### src/rtl/siphash_msg_ctrl_pkg.sv
// siphash_msg_ctrl_pkg: opcodes, controller states and pad-word helper shared by the message sequencer
package siphash_msg_ctrl_pkg;
  localparam logic [3:0] OP_KEY0  = 4'd0;
  localparam logic [3:0] OP_KEY1  = 4'd1;
  localparam logic [3:0] OP_COMP  = 4'd2;
  localparam logic [3:0] OP_FINAL = 4'd3;
  typedef enum logic [2:0] {
    S_IDLE, S_KEY0, S_KEY1, S_COLLECT, S_ISSUE_C, S_WAIT_C, S_ISSUE_F, S_WAIT_F
  } state_t;
  function automatic logic [63:0] pad_word(input logic [7:0] len8, input logic [63:0] word);
    return {len8, word[55:0]};
  endfunction
endpackage

### src/rtl/siphash_word_packer.sv
// siphash_word_packer: little-endian byte-to-word packing with byte count and pad-word build
module siphash_word_packer
  import siphash_msg_ctrl_pkg::*;
#(
  parameter int LEN_W = 16
) (
  input  logic        clk,
  input  logic        rst_n,
  input  logic        init,
  input  logic        clr,
  input  logic        wr,
  input  logic [7:0]  data,
  output logic [2:0]  idx,
  output logic [63:0] word_n,
  output logic [63:0] pad_n
);
  logic [63:0]      wbuf;
  logic [LEN_W-1:0] len, len_n;
  // word_n/pad_n already include the byte being accepted this cycle
  always_comb begin
    word_n = wr ? wbuf | ({56'h0, data} << {idx, 3'b000}) : wbuf;
    len_n  = len + {{(LEN_W-1){1'b0}}, wr};
    pad_n  = pad_word(len_n[7:0], word_n);
  end
  always_ff @(posedge clk) begin
    if (!rst_n || init) begin
      wbuf <= '0;
      idx  <= '0;
      len  <= '0;
    end else if (clr) begin
      wbuf <= '0;
      idx  <= '0;
    end else if (wr) begin
      wbuf <= word_n;
      idx  <= idx + 3'd1;
      len  <= len_n;
    end
  end
endmodule

### src/rtl/siphash_msg_ctrl.sv
// siphash_msg_ctrl: sequences key/compress/finalize commands to a siphash core from a byte stream
module siphash_msg_ctrl
  import siphash_msg_ctrl_pkg::*;
#(
  parameter int LEN_W = 16
) (
  input  logic         clk,
  input  logic         rst_n,
  input  logic         start,
  input  logic [127:0] key,
  input  logic         in_valid,
  input  logic [7:0]   in_data,
  input  logic         in_last,
  input  logic         in_empty,
  output logic         in_ready,
  output logic         busy,
  output logic [63:0]  digest,
  output logic         digest_valid,
  output logic         core_we,
  output logic [67:0]  core_cmd,
  input  logic         core_busy,
  input  logic [63:0]  core_result
);
  state_t      state, state_n;
  logic        we_d, done, is_pad, is_pad_n, pend, pend_n;
  logic [67:0] cmd_d;
  logic [63:0] key_hi, word_n, pad_n;
  logic [2:0]  idx;
  logic        init, clr, byte_wr, full;
  assign in_ready = state == S_COLLECT;
  assign busy     = state != S_IDLE;
  assign init     = state == S_IDLE && start;
  assign clr      = state == S_ISSUE_C;
  assign byte_wr  = in_ready && in_valid && !(in_last && in_empty);
  assign full     = byte_wr && idx == 3'd7;
  siphash_word_packer #(.LEN_W(LEN_W)) u_packer (
    .clk(clk), .rst_n(rst_n), .init(init), .clr(clr), .wr(byte_wr), .data(in_data),
    .idx(idx), .word_n(word_n), .pad_n(pad_n)
  );
  // command registers are loaded on the transition so core_we is high in the ISSUE/KEY state itself
  always_comb begin
    state_n  = state;
    we_d     = 1'b0;
    cmd_d    = '0;
    done     = 1'b0;
    is_pad_n = is_pad;
    pend_n   = pend;
    case (state)
      S_IDLE: if (start) begin
        state_n = S_KEY0;
        we_d    = 1'b1;
        cmd_d   = {OP_KEY0, key[63:0]};
      end
      S_KEY0: begin
        state_n = S_KEY1;
        we_d    = 1'b1;
        cmd_d   = {OP_KEY1, key_hi};
      end
      S_KEY1: state_n = S_COLLECT;
      S_COLLECT: if (in_valid && (full || in_last)) begin
        state_n  = S_ISSUE_C;
        we_d     = 1'b1;
        cmd_d    = {OP_COMP, full ? word_n : pad_n};
        is_pad_n = !full;
        pend_n   = full && in_last;
      end
      S_ISSUE_C: state_n = S_WAIT_C;
      S_WAIT_C: if (!core_busy) begin
        if (is_pad) begin
          state_n = S_ISSUE_F;
          we_d    = 1'b1;
          cmd_d   = {OP_FINAL, 64'h0};
        end else if (pend) begin
          state_n  = S_ISSUE_C;
          we_d     = 1'b1;
          cmd_d    = {OP_COMP, pad_n};
          is_pad_n = 1'b1;
          pend_n   = 1'b0;
        end else state_n = S_COLLECT;
      end
      S_ISSUE_F: state_n = S_WAIT_F;
      S_WAIT_F: if (!core_busy) begin
        state_n = S_IDLE;
        done    = 1'b1;
      end
      default: state_n = S_IDLE;
    endcase
  end
  always_ff @(posedge clk) begin
    if (!rst_n) begin
      state        <= S_IDLE;
      core_we      <= 1'b0;
      core_cmd     <= '0;
      key_hi       <= '0;
      is_pad       <= 1'b0;
      pend         <= 1'b0;
      digest       <= '0;
      digest_valid <= 1'b0;
    end else begin
      state        <= state_n;
      core_we      <= we_d;
      core_cmd     <= cmd_d;
      is_pad       <= is_pad_n;
      pend         <= pend_n;
      digest_valid <= done;
      if (init) key_hi <= key[127:64];
      if (done) digest <= core_result;
    end
  end
endmodule

### config.mk
export PLATFORM = sky130hd
export DESIGN_NAME = siphash_msg_ctrl
export DESIGN_NICKNAME = d
export VERILOG_FILES = /design/src/rtl/siphash_msg_ctrl_pkg.sv /design/src/rtl/siphash_word_packer.sv /design/src/rtl/siphash_msg_ctrl.sv
export SDC_FILE = /design/constraint.sdc
export NUM_CORES = 1
export LEC_CHECK = 0
export CAP_MARGIN = 20
export CORE_UTILIZATION = 30
export CTS_CLUSTER_SIZE = 25
export DETAILED_ROUTE_END_ITERATION = 12
export GPL_ROUTABILITY_DRIVEN = 0
export PLACE_DENSITY_LB_ADDON = 0.05
export SKIP_CTS_REPAIR_TIMING = 1
export SLEW_MARGIN = 0
export SYNTH_ARGS = -nofsm -noshare
export SYNTH_HDL_FRONTEND = slang
export SYNTH_SLANG_ARGS = --single-unit
### constraint.sdc
create_clock -name clk -period 7.8 [get_ports clk]
set_input_delay 1.95 -clock clk [delete_from_list [all_inputs] [get_ports clk]]
set_output_delay 1.95 -clock clk [all_outputs]
set_load 0.01 [all_outputs]
==> key figures <==
Outcome
  – Run status: complete, no violations

Drt
  – Via count: 9,187
  – Number of DRC violations after detailed-routing iteration 0: 429
  – DRC viols: 0
  – Via density: 4.75
  – Detailed-route wire length per cell: around 18 µm
  – WL final: 35,100 µm
  – TritonRoute pass-1 iters: 4
  – Post-DRT Antenna Nets: 0

Global route
  – Overflow left after global routing: 0
  – Via count of the first global-routing pass: approximately 9,400
  – Largest net degree at the start of global routing: 84
  – Global-route wire length before repair: 54,300 µm
  – GRT Util Overall: 0.194
  – Number of antenna violations at the first check in global routing: 2

Floorplanning
  – Count of pins on the block boundary: 343
  – Core Box Area: 33,800 µm²
  – Initial core utilization: 0.307
  – Die Y: 188 µm
  – Die Area: 35,400 µm²
  – Num rows: 67
  – Horizontal die dimension: 188 µm

Yosys
  – Unique cell type count in the Yosys netlist: 53
  – Area share of xor/xnor cells in the synthesized design: 0.0101
  – Cell type with the largest total area after synthesis: dfxtp_1
  – Synth Instances: 1,171
  – Most used standard cell by instance count after synthesis: dfxtp_1
  – Compound-cell area share of the yosys netlist: 0.241
  – Synthesized-area fraction occupied by and/or/nand/nor cells: 0.169
  – Share of the synthesized area in the top cell type: 0.532
  – Dominant combinational cell family by area after synthesis: compound AO/OA/AOI/OAI gates
  – Sequential fraction of the synthesis area: 0.532
  – Synthesis-stage register bit count: 276
  – Ys async rst share: 0
  – Synth top cells by count: dfxtp_1, nand2_1, a21boi_0
  – Cell area after synthesis: 10,400 µm²
  – Synth Area per Inst: 8.87 µm²
  – Multiplexer share of the synthesized area: 0.000964
  – Synthesis Warnings: 0
  – Number of flops mapped to enable cells by yosys: 0
  – Synth Area in Adders: 0.00482
  – Synth top area cells: dfxtp_1, nand2_1, a21boi_0
  – Flip-flop cell with the highest count after synthesis: dfxtp_1

Clocking
  – TritonCTS clock tree: done
  – Clock insertion delay at the later pin of the skew report: 0.55 ns
  – CTS Buf Count: 31
  – Buffers from clock root to sink, at most: 3
  – Clock root cell: clkbuf_16
  – H-Tree Depth: 1
  – Clock-pin transition on the worst setup and hold timing paths: 0.06 ns
  – Clock tree sinks: approximately 280

Setup path
  – Worst EP required: ~5.9 ns
  – Data arrival at the endpoint of the critical path: between 2 and 2.5 ns
  – Startpoint types: flop
  – Worst flop-to-flop path startpoint: state[1]$_SDFFE_PN0P_
  – Sort of element at the end of the critical path: output pin
  – Crit path from: state[0]$_SDFFE_PN0P_
  – Critical setup path kind: reg2out
  – Critical Path Fanout Max: 20

Cells and area
  – # nets final: 1,674
  – Antenna diodes: 0
  – P&R area growth vs syn: 46.2%
  – Share of layout cells above drive strength 1: 0.0599

Run
  – Max Cap Violations: 0

STA
  – Hold Fails Final Rpt: 0
  – Share of the clock period used by the worst path: 0.539
  – Worst slew pin tran: 1.01 ns
  – Max Fclk: 0.238 GHz
  – Min Tclk post-route: 4.20 ns
  – Post-route worst hold slack: 0.451 ns
  – Unrepaired setup endpoints after global routing: no
  – Max_slew headroom: 0.322
  – Number of max-slew violations in the final report: 0
  – Number of setup violations in the final report: 0
  – Post-route setup TNS: 0 ns
  – Final worst clock skew: ~0.0094 ns

Min path
  – Hold Path Class: reg2reg
  – Start point of the worst min-delay path: u_packer.wbuf[48]$_SDFFE_PP0N_

Placement
  – DP HPWL: 23,400 µm
  – I/O Buffers: 340

Power and ir drop
  – Areal power density over the cells: between 200 and 250 nW/µm²
  – Static power due to leakage: 5.15 nW
  – Worst VDD drop: approximately 0.18 mV
==> critical path: stages, from the launching register on <==
cell and delay (ns):
dfxtp_1 0.80, nor3_1 0.21, inv_1 0.13, clkdlybuf4s50_1 0.56
==> routing by layer <==
layer / wire (µm) / GRT usage / share of wire / up-vias
li1: - / - / - / 4623
met1: 15100 / 0.236 / 0.43 / 4261
met2: 16600 / 0.334 / 0.47 / 258
met3: 2730 / 0.0610 / 0.078 / 41
met4: 591 / 0.0416 / 0.017 / 4
met5: 33 / 0 / 0.00094 / -
==> cells by family (layout without fill, tap and decap cells) <==
kind of cell               count (synthesis)  in the layout
xor gates and xnor gates                  12             12
other                                      1              2
DFF                                      276            276
adders and majority gates                  4              4
AOI/OAI and AO/OA                        369            369
muxes                                      1              1
and+or+nand+nor                          404            404
buffers and inverters                    104            417
==> cells in the final DEF, fill, tap and decap left out, types with 10 or more instances in the layout <==
cell and n:
clkbuf_16 31, a21boi_0 132, xnor2_1 11, a22oi_1 58
nor2_1 85, buf_4 17, clkbuf_8 10, nand2_1 272
dfxtp_1 276, clkdlybuf4s50_1 339, a21oi_1 82, o22ai_1 58
==> worst paths after layout <==
check / cells after the start / endpoint / slack (ns)
worst max-delay path: 3 / busy / 3.60
worst max register to register: 6 / core_cmd[42]$_SDFF_PN0_ / 4.60
worst min register to register: 2 / u_packer.wbuf[48]$_SDFFE_PP0N_ / 0.45
worst min-delay path: 2 / u_packer.wbuf[48]$_SDFFE_PP0N_ / 0.45
==> registers in the layout, summed over array words and instances (netlist names) <==
signal and cells:
pend 1, core_cmd 66, key_hi 64, u_packer.len 8, core_we 1, state 3
digest 64, is_pad 1, u_packer.wbuf 64, u_packer.idx 3, digest_valid 1
==> per-stage QoR <==
stage	total power, W	util	setup slack (ns)	instances	instance area [µm²]
2_1_floorplan	0.00172	-	4.00	1172	10400
3_5_place_dp	0.00196	0.418	3.17	1878	14100
3_3_place_gp	0.00195	0.418	3.22	1878	14100
4_1_cts	0.00350	0.450	3.57	1933	15200
5_1_grt	0.00359	0.450	3.46	1933	15200
6_report	0.00344	0.450	3.60	1933	15200
==> power by group <==
part | internal (W) | switching [W] | leakage, nW | total, W
registers | 0.00147 | 0.0000317 | 2.24 | 0.00150
clock network | 0.000949 | 0.000575 | 0.528 | 0.00152
logic | 0.000209 | 0.000212 | 2.39 | 0.000421
==> area by class of cell <==
type	count	area [µm²]
clock buffer	46	932
clock inverter	9	150
fill	3389	18600
inverter	6	22.5
multi-input combinational	792	4480
sequential	276	5530
tap	448	561
timing repair buffer	356	3520
Power figures use the tool's default switching activity.
